### src/rtl/parking_gate_fsm.sv
// Entrance beam decoder: sync + debounce sensors A/B, track crossings, pulse inc/dec.
// Latency: raw edge -> filtered edge 2+DEBOUNCE_CYCLES, pulse one edge later; no backpressure.
// Optional stall timeout into FAULT when PARKING_GATE_TIMEOUT_EN is defined.
module parking_gate_fsm #(
  parameter int unsigned DEBOUNCE_CYCLES = 4,
  parameter int unsigned TIMEOUT_CYCLES  = 1000
) (
  input  logic       clk,
  input  logic       reset,
  input  logic       sensor_a,
  input  logic       sensor_b,
  output logic [1:0] inc_dec,
  output logic       fault,
  output logic       busy
);

  typedef enum logic [2:0] {
    IDLE, ENTER_A, ENTER_AB, ENTER_B, EXIT_B, EXIT_AB, EXIT_A, FAULT
  } state_t;

  localparam logic [7:0] DB_MAX = 8'(DEBOUNCE_CYCLES);

  // Index 1 is sensor A, index 0 is sensor B, so {a_f, b_f} == filt_q.
  logic [1:0]       sync1_q, sync2_q;
  logic [1:0]       filt_q, filt_d;
  logic [1:0][7:0]  db_cnt_q, db_cnt_d;
  logic             a_f, b_f;

  state_t     state_q, state_d;
  logic [1:0] inc_dec_q, inc_dec_d;
  logic       fault_q, busy_q;
  logic       tmo_hit;

  assign a_f = filt_q[1];
  assign b_f = filt_q[0];

  always_comb begin
    filt_d   = filt_q;
    db_cnt_d = db_cnt_q;
    for (int i = 0; i < 2; i++) begin
      if (sync2_q[i] == filt_q[i]) begin
        db_cnt_d[i] = 8'd0;
      end else if (db_cnt_q[i] + 8'd1 == DB_MAX) begin
        filt_d[i]   = sync2_q[i];
        db_cnt_d[i] = 8'd0;
      end else begin
        db_cnt_d[i] = db_cnt_q[i] + 8'd1;
      end
    end
  end

  always_comb begin
    state_d   = state_q;
    inc_dec_d = 2'b00;
    unique case (state_q)
      IDLE:     case (filt_q) 2'b10: state_d = ENTER_A;  2'b01: state_d = EXIT_B;
                                2'b11: state_d = FAULT;    default: ; endcase
      ENTER_A:  case (filt_q) 2'b11: state_d = ENTER_AB; 2'b00: state_d = IDLE;
                                2'b01: state_d = FAULT;    default: ; endcase
      ENTER_AB: case (filt_q) 2'b01: state_d = ENTER_B;  2'b10: state_d = ENTER_A;
                                2'b00: state_d = FAULT;    default: ; endcase
      ENTER_B:  case (filt_q) 2'b00: begin state_d = IDLE; inc_dec_d = 2'b10; end
                                2'b11: state_d = ENTER_AB; 2'b10: state_d = FAULT;
                                default: ; endcase
      EXIT_B:   case (filt_q) 2'b11: state_d = EXIT_AB;  2'b00: state_d = IDLE;
                                2'b10: state_d = FAULT;    default: ; endcase
      EXIT_AB:  case (filt_q) 2'b10: state_d = EXIT_A;   2'b01: state_d = EXIT_B;
                                2'b00: state_d = FAULT;    default: ; endcase
      EXIT_A:   case (filt_q) 2'b00: begin state_d = IDLE; inc_dec_d = 2'b01; end
                                2'b11: state_d = EXIT_AB;  2'b01: state_d = FAULT;
                                default: ; endcase
      FAULT:    if (filt_q == 2'b00) state_d = IDLE;
      default:  state_d = FAULT;
    endcase
    // A stalled sequence is abandoned silently, even if it would have completed now.
    if (tmo_hit) begin
      state_d   = FAULT;
      inc_dec_d = 2'b00;
    end
  end

`ifdef PARKING_GATE_TIMEOUT_EN
  localparam logic [15:0] TMO_MAX = 16'(TIMEOUT_CYCLES);
  logic [15:0] tmo_q, tmo_d;

  assign tmo_hit = (tmo_q == TMO_MAX);

  always_comb begin
    tmo_d = tmo_q + 16'd1;
    if (state_d != state_q || state_q == IDLE || state_q == FAULT) tmo_d = 16'd0;
  end

  always_ff @(posedge clk or posedge reset) begin
    if (reset) tmo_q <= 16'd0;
    else       tmo_q <= tmo_d;
  end
`else
  assign tmo_hit = 1'b0;
`endif

  always_ff @(posedge clk or posedge reset) begin
    if (reset) begin
      sync1_q   <= 2'b00;
      sync2_q   <= 2'b00;
      filt_q    <= 2'b00;
      db_cnt_q  <= '0;
      state_q   <= IDLE;
      inc_dec_q <= 2'b00;
      fault_q   <= 1'b0;
      busy_q    <= 1'b0;
    end else begin
      sync1_q   <= {sensor_a, sensor_b};
      sync2_q   <= sync1_q;
      filt_q    <= filt_d;
      db_cnt_q  <= db_cnt_d;
      state_q   <= state_d;
      inc_dec_q <= inc_dec_d;
      fault_q   <= (state_d == FAULT);
      busy_q    <= (state_d != IDLE) && (state_d != FAULT);
    end
  end

  assign inc_dec = inc_dec_q;
  assign fault   = fault_q;
  assign busy    = busy_q;

endmodule
### config.mk
export PLATFORM = sky130hd
export DESIGN_NAME = parking_gate_fsm
export DESIGN_NICKNAME = d
export VERILOG_FILES = /design/src/rtl/parking_gate_fsm.sv
export SDC_FILE = /design/constraint.sdc
export NUM_CORES = 1
export LEC_CHECK = 0
export ABC_AREA = 1
export CORE_ASPECT_RATIO = 1.1
export CORE_MARGIN = 1
export CORE_UTILIZATION = 43
export DETAILED_ROUTE_END_ITERATION = 10
export PLACE_DENSITY = 0.68
export SLEW_MARGIN = 20
export SYNTH_ARGS = -nofsm -noshare
export SYNTH_HDL_FRONTEND = slang
export SYNTH_SLANG_ARGS = --single-unit
### constraint.sdc
create_clock -name clk -period 1.3 [get_ports clk]
set_input_delay 0.26 -clock clk [delete_from_list [all_inputs] [get_ports clk]]
set_output_delay 0.26 -clock clk [all_outputs]
set_load 0.05 [all_outputs]
---- After elaboration in Yosys (flattened, before gate mapping) ----
Cells that the tools add are included.
word-level totals
  logic and storage cells ................. 52
  memory bits (writable) .................. 0
  bits in registers ....................... 29
  memory bits (read-only) ................. 0
  input port bits ......................... 4
  memories kept ........................... 0
  latch bits .............................. 0
cells by class
  $mul .................................... 0
  multiplexer cells ....................... 16
  shift-type cells ........................ 0
  reductions and logical operators ........ 6
  magnitude comparators ................... 0
  bitwise operators ....................... 2
  div/mod/pow operators ................... 0
  add/sub/neg operators ................... 2
  eq/ne operators ......................... 16
operator list
  operator                                              count
  case mux 3 bit (3 select lines)                       7
  two-way mux 8 bit                                     4
  case mux 3 bit (8 select lines)                       1
  adder 8 x 1 -> 8 bit (second input constant)          2
  equality test 8 x 3 -> 1 bit (second input constant)  2
  equality test 3 bit (second input constant)           5
  equality test 3 x 2 -> 1 bit (second input constant)  2
  equality test 2 bit (second input constant)           2
  case mux 2 bit (2 select lines)                       1
  AND reduction 2 bit                                   2
  equality test 3 x 1 -> 1 bit (second input constant)  1
  zero test 3 bit                                       1
  two-way mux 3 bit                                     1
  inequality test 3 bit (second input constant)         1
  nonzero test 3 bit                                    1
  equality test 1 bit                                   2
  equality test 2 x 1 -> 1 bit (second input constant)  1
  zero test 2 bit                                       1
  two-way mux 2 bit                                     1
  inverter 1 bit                                        2
  logical AND 1 bit                                     1
  two-way mux 1 bit                                     1

---- Logic depth before layout (Yosys ltp) ----
  word-level depth ........................ 5
  gate-level depth with buffers ........... 10
  depth with buffers taken out ............ 10

---- Worst setup path before layout ----
OpenSTA, ideal clock, no wires.
  path type ............................... register to register
  from .................................... register db_cnt_q[8] (netlist name)
  to ...................................... register db_cnt_q[8] (netlist name)
  required time ........................... 1181 ps
  setup time .............................. 119 ps
  clock period less this slack ............ 1343 ps
  stages on the path, launching flop included .. 10
  arrival time ............................ 1224 ps
  slack ................................... -43 ps
  cell sequence ........................... dfrtp_1 -> ha_1 -> nand2_2 -> nor2_4 -> nand2_1 -> nand2_2 -> nand2_2 -> nor2_4 -> nand3_2 -> and2_1
RTL lines
  element                 line  RTL
  from (decl)             26    logic [1:0][7:0] db_cnt_q, db_cnt_d;
  from (signal assigned)  115   db_cnt_q <= db_cnt_d;

---- Worst setup path after layout ----
  from .................................... register db_cnt_q[0] (netlist name)
  to ...................................... register filt_q[0]
between the ends
  longest elaborated chain between the ends .. 3
RTL lines
  element                        line  RTL
  adder 8 x 1 -> 8 bit           43    end else if (db_cnt_q[i] + 8'd1 == DB_MAX) begin
  equality test 8 x 3 -> 1 bit   43
  AND reduction 2 bit (no line)  --
  to (signal assigned)           114   filt_q <= filt_d;
  to (decl)                      25    logic [1:0] filt_q, filt_d;
Every way passes these cells.
A chain may end at the register's enable or synchronous reset.

==> impl_metrics.env <==
export IMPL_die_h_um=64.1
export IMPL_path_max_fanout=4
export IMPL_grt_pass1_wl_um=5250
export IMPL_max_slew_margin=0.794
export IMPL_r2r_cells=10
export IMPL_drcViolationCount=0
export IMPL_rsz0062_at_grt="true"
export IMPL_synth_area_um2=1510
export IMPL_cp_required_ns=1.54
export IMPL_row_count=22
export IMPL_critPathCaptureType="flip-flop"
export IMPL_ir_drop_uv=1330
export IMPL_skew_ns=0.00803
export IMPL_worst_slack_ns=-0.125
export IMPL_grt_ovfl_total=0
export IMPL_avgSynthCellArea_um2=8.14
export IMPL_yosys_warnings=0
export IMPL_hold_slack_ns=0.248
export IMPL_ant_nets=0
export IMPL_fin_nets=227
export IMPL_cts_max_level=2
export IMPL_port_buffers=7
export IMPL_antenna_found_initial=0
export IMPL_clock_sinks=29
export IMPL_syn_inst=185
export IMPL_ys_ff_latch=29
export IMPL_outcome="complete, but fails checks"
export IMPL_dr_pass1_iters=4
export IMPL_hp_class="input pin to async pin"
export IMPL_cp_top_family="simple AND/OR/NAND/NOR gates"
export IMPL_worstSetupPathType="flip-flop to flip-flop"
export IMPL_slew_violations=0
export IMPL_cts_tree="built"
export IMPL_synth_top_area_frac=0.482
export IMPL_area_delta_synth_final_pct=33.2
export IMPL_r2r_end="filt_q[0]$_DFFE_PP0P_"
export IMPL_fin_crit_ns=1.42
export IMPL_setup_viol=7
export IMPL_slowest_stage="dfrtp_1"
export IMPL_final_area_um2=2000
export IMPL_cts_buffers=5
export IMPL_wire_per_inst_um=12.0
export IMPL_clk_latency_ns=0.34
export IMPL_cp_slowest_stage_delay_ns=0.38
export IMPL_initial_utilization=0.452
export IMPL_path_cells="ha_2 > nand2_2 > nor2_4 > nand2_2 > nand2_2 > nand2_2 > nor2_4 > nand3_2 > nand2_2 > nand2_1"
export IMPL_hold_violations=0
export IMPL_synth_top_cells_by_area="dfrtp_1 48%, nand2_1 11%, nand3_1 5.3%"
export IMPL_syn_num_nets=191
export IMPL_grt_total_usage=0.188
export IMPL_antenna_cells=0
export IMPL_fmax_ghz=0.702
export IMPL_synth_top_area_cell="dfrtp_1"
export IMPL_gp_congestion=0.921
export IMPL_coreArea_um2=3330
export IMPL_maxCapViolCount=0
export IMPL_wl_um=3250
export IMPL_start_kind="flip-flop"
export IMPL_power_density_nw_per_um2=1870
export IMPL_worstMarginPinSlew_ns=0.307
export IMPL_drive_gt1_frac=0.369
export IMPL_ctsRootBufferMaster="clkbuf_4"
export IMPL_cpMostUsedCell="nand2_2"
export IMPL_drt_iter0_markers=25
export IMPL_fin_crit_sh=1.10
export IMPL_io_pins=8
export IMPL_synth_cell_types=27
export IMPL_die_area_um2=3740
export IMPL_violations="setup timing"
export IMPL_path_clk_slew_ns=0.10
export IMPL_worstReg2RegStart="db_cnt_q[0]$_DFF_PP0_"
export IMPL_cts_root_to_sink_buffers=2
export IMPL_critPathArrivalTime_ns=1.66
export IMPL_path_buf_inv=0
export IMPL_grt_pass1_vias=1317
export IMPL_reg2reg_slack_ns=-0.12
export IMPL_hpwl_um=2170
export IMPL_leakage_nw=0.958
export IMPL_viasPerCell=4.96
export IMPL_die_w_um=58.4
export IMPL_seq_area_frac_synth=0.482
export IMPL_dpl_cell_area_um2=1770
export IMPL_grt_max_degree=30
export IMPL_vias=1338
cells in the mapped netlist:
cell      instances
nand3b_1          1
nand3_1          16
a31oi_1           3
nor2_2            3
o21ai_0           1
a21oi_1           6
nand3_2           2
and2_1            1
ha_1              2
o21a_1            1
xnor2_1           1
nor3_1            2
inv_2             5
nor3b_1           2
dfrtp_1          29
xnor2_2           1
or2_2             2
nor2_1           15
nand2_2           9
nand4_1           5
buf_2             3
o21ai_1           3
nand2_1          45
nor2_4            3
nor4_1            1
inv_1            21
xor2_1            2
cells by family after synthesis:
logic type	count (synthesis)	share of synthesized area
flops	29	0.482
simple gates	107	0.347
fa+ha+maj	2	0.0166
buf+inv	29	0.0748
xor+xnor	4	0.0283
compound gates	14	0.0507
timing repair:
item / in CTS / in global routing
buffers inserted: 5 / 8
pin swaps: 4 / 9
endpoints found under the setup margin: 6 / 12
resized for setup: 5 / 22
hold buffers: 0 / 0
cell usage in the layout (no fill, tap or decap), drive strengths merged, types with 4 or more instances in the layout:
cell	Yosys	layout
a21oi	6	6
buf	3	29
clkbuf	0	6
dfrtp	29	29
inv	26	26
nand2	54	54
nand3	18	18
nand4	5	5
nor2	21	21
o21ai	4	4
where the power goes:
group | internal [W] | leakage (nW) | switching [W]
combinational | 0.000812 | 0.554 | 0.00105
sequential | 0.00111 | 0.372 | 0.000242
clock | 0.000206 | 0.0320 | 0.000335
total | 0.00213 | 0.958 | 0.00163
state kept, by name (all words and copies together), names as in the netlist:
register and count:
filt_q 2, db_cnt_q 16, sync2_q 2, busy 1
sync1_q 2, fault 1, inc_dec 2, state_q 3
cell type report:
type                    instances  area, um2
clock buffers                   6       41.3
flip-flops and latches         29        732
clock inverters                 2       10.0
multi-input cells             127        743
fillers                       280       1330
repair buffers                 32        318
well taps                      48       60.1
inverters                      26        100
worst reg2reg max path: cells and delay by family, from the launching register on:
family                   cells  cell delay, ns
flip-flops                   1            0.38
adder cells (fa/ha/maj)      1            0.21
AND/OR/NAND/NOR              9            0.74
per-stage QoR:
step | std cells | util | setup WS, ns | power [W] | setup TNS, ns
global placement | 249 | 0.530 | -0.0668 | 0.00285 | -0.0717
detailed placement | 249 | 0.530 | -0.147 | 0.00293 | -0.354
floorplan | 185 | - | -0.0143 | 0.00239 | -0.0143
CTS | 262 | 0.560 | -0.116 | 0.00352 | -0.268
global route | 270 | 0.602 | -0.195 | 0.00402 | -0.909
finish | 270 | 0.602 | -0.125 | 0.00376 | -0.359
routing by layer:
layer	GRT usage	share of wire	wire (um)
met1	0.198	0.40	1320
met2	0.330	0.54	1740
met3	0.0466	0.031	101
met4	0.116	0.029	93
met5	0	0	0
how the worst max path moves through the flow:
stage / cells after the start / from / endpoint / slack [ns]
6_report: 10 / db_cnt_q[0]$_DFF_PP0_ / filt_q[0]$_DFFE_PP0P_ / -0.12
4_1_cts: 10 / db_cnt_q[1]$_DFF_PP0_ / filt_q[0]$_DFFE_PP0P_ / -0.12
3_5_place_dp: 10 / db_cnt_q[1]$_DFF_PP0_ / filt_q[0]$_DFFE_PP0P_ / -0.15
2_1_floorplan: 9 / db_cnt_q[8]$_DFF_PP0_ / db_cnt_q[8]$_DFF_PP0_ / -0.01
3_3_place_gp: 10 / db_cnt_q[1]$_DFF_PP0_ / filt_q[0]$_DFFE_PP0P_ / -0.07
5_1_grt: 10 / db_cnt_q[0]$_DFF_PP0_ / filt_q[0]$_DFFE_PP0P_ / -0.20
(Power assumes the default switching activity.)
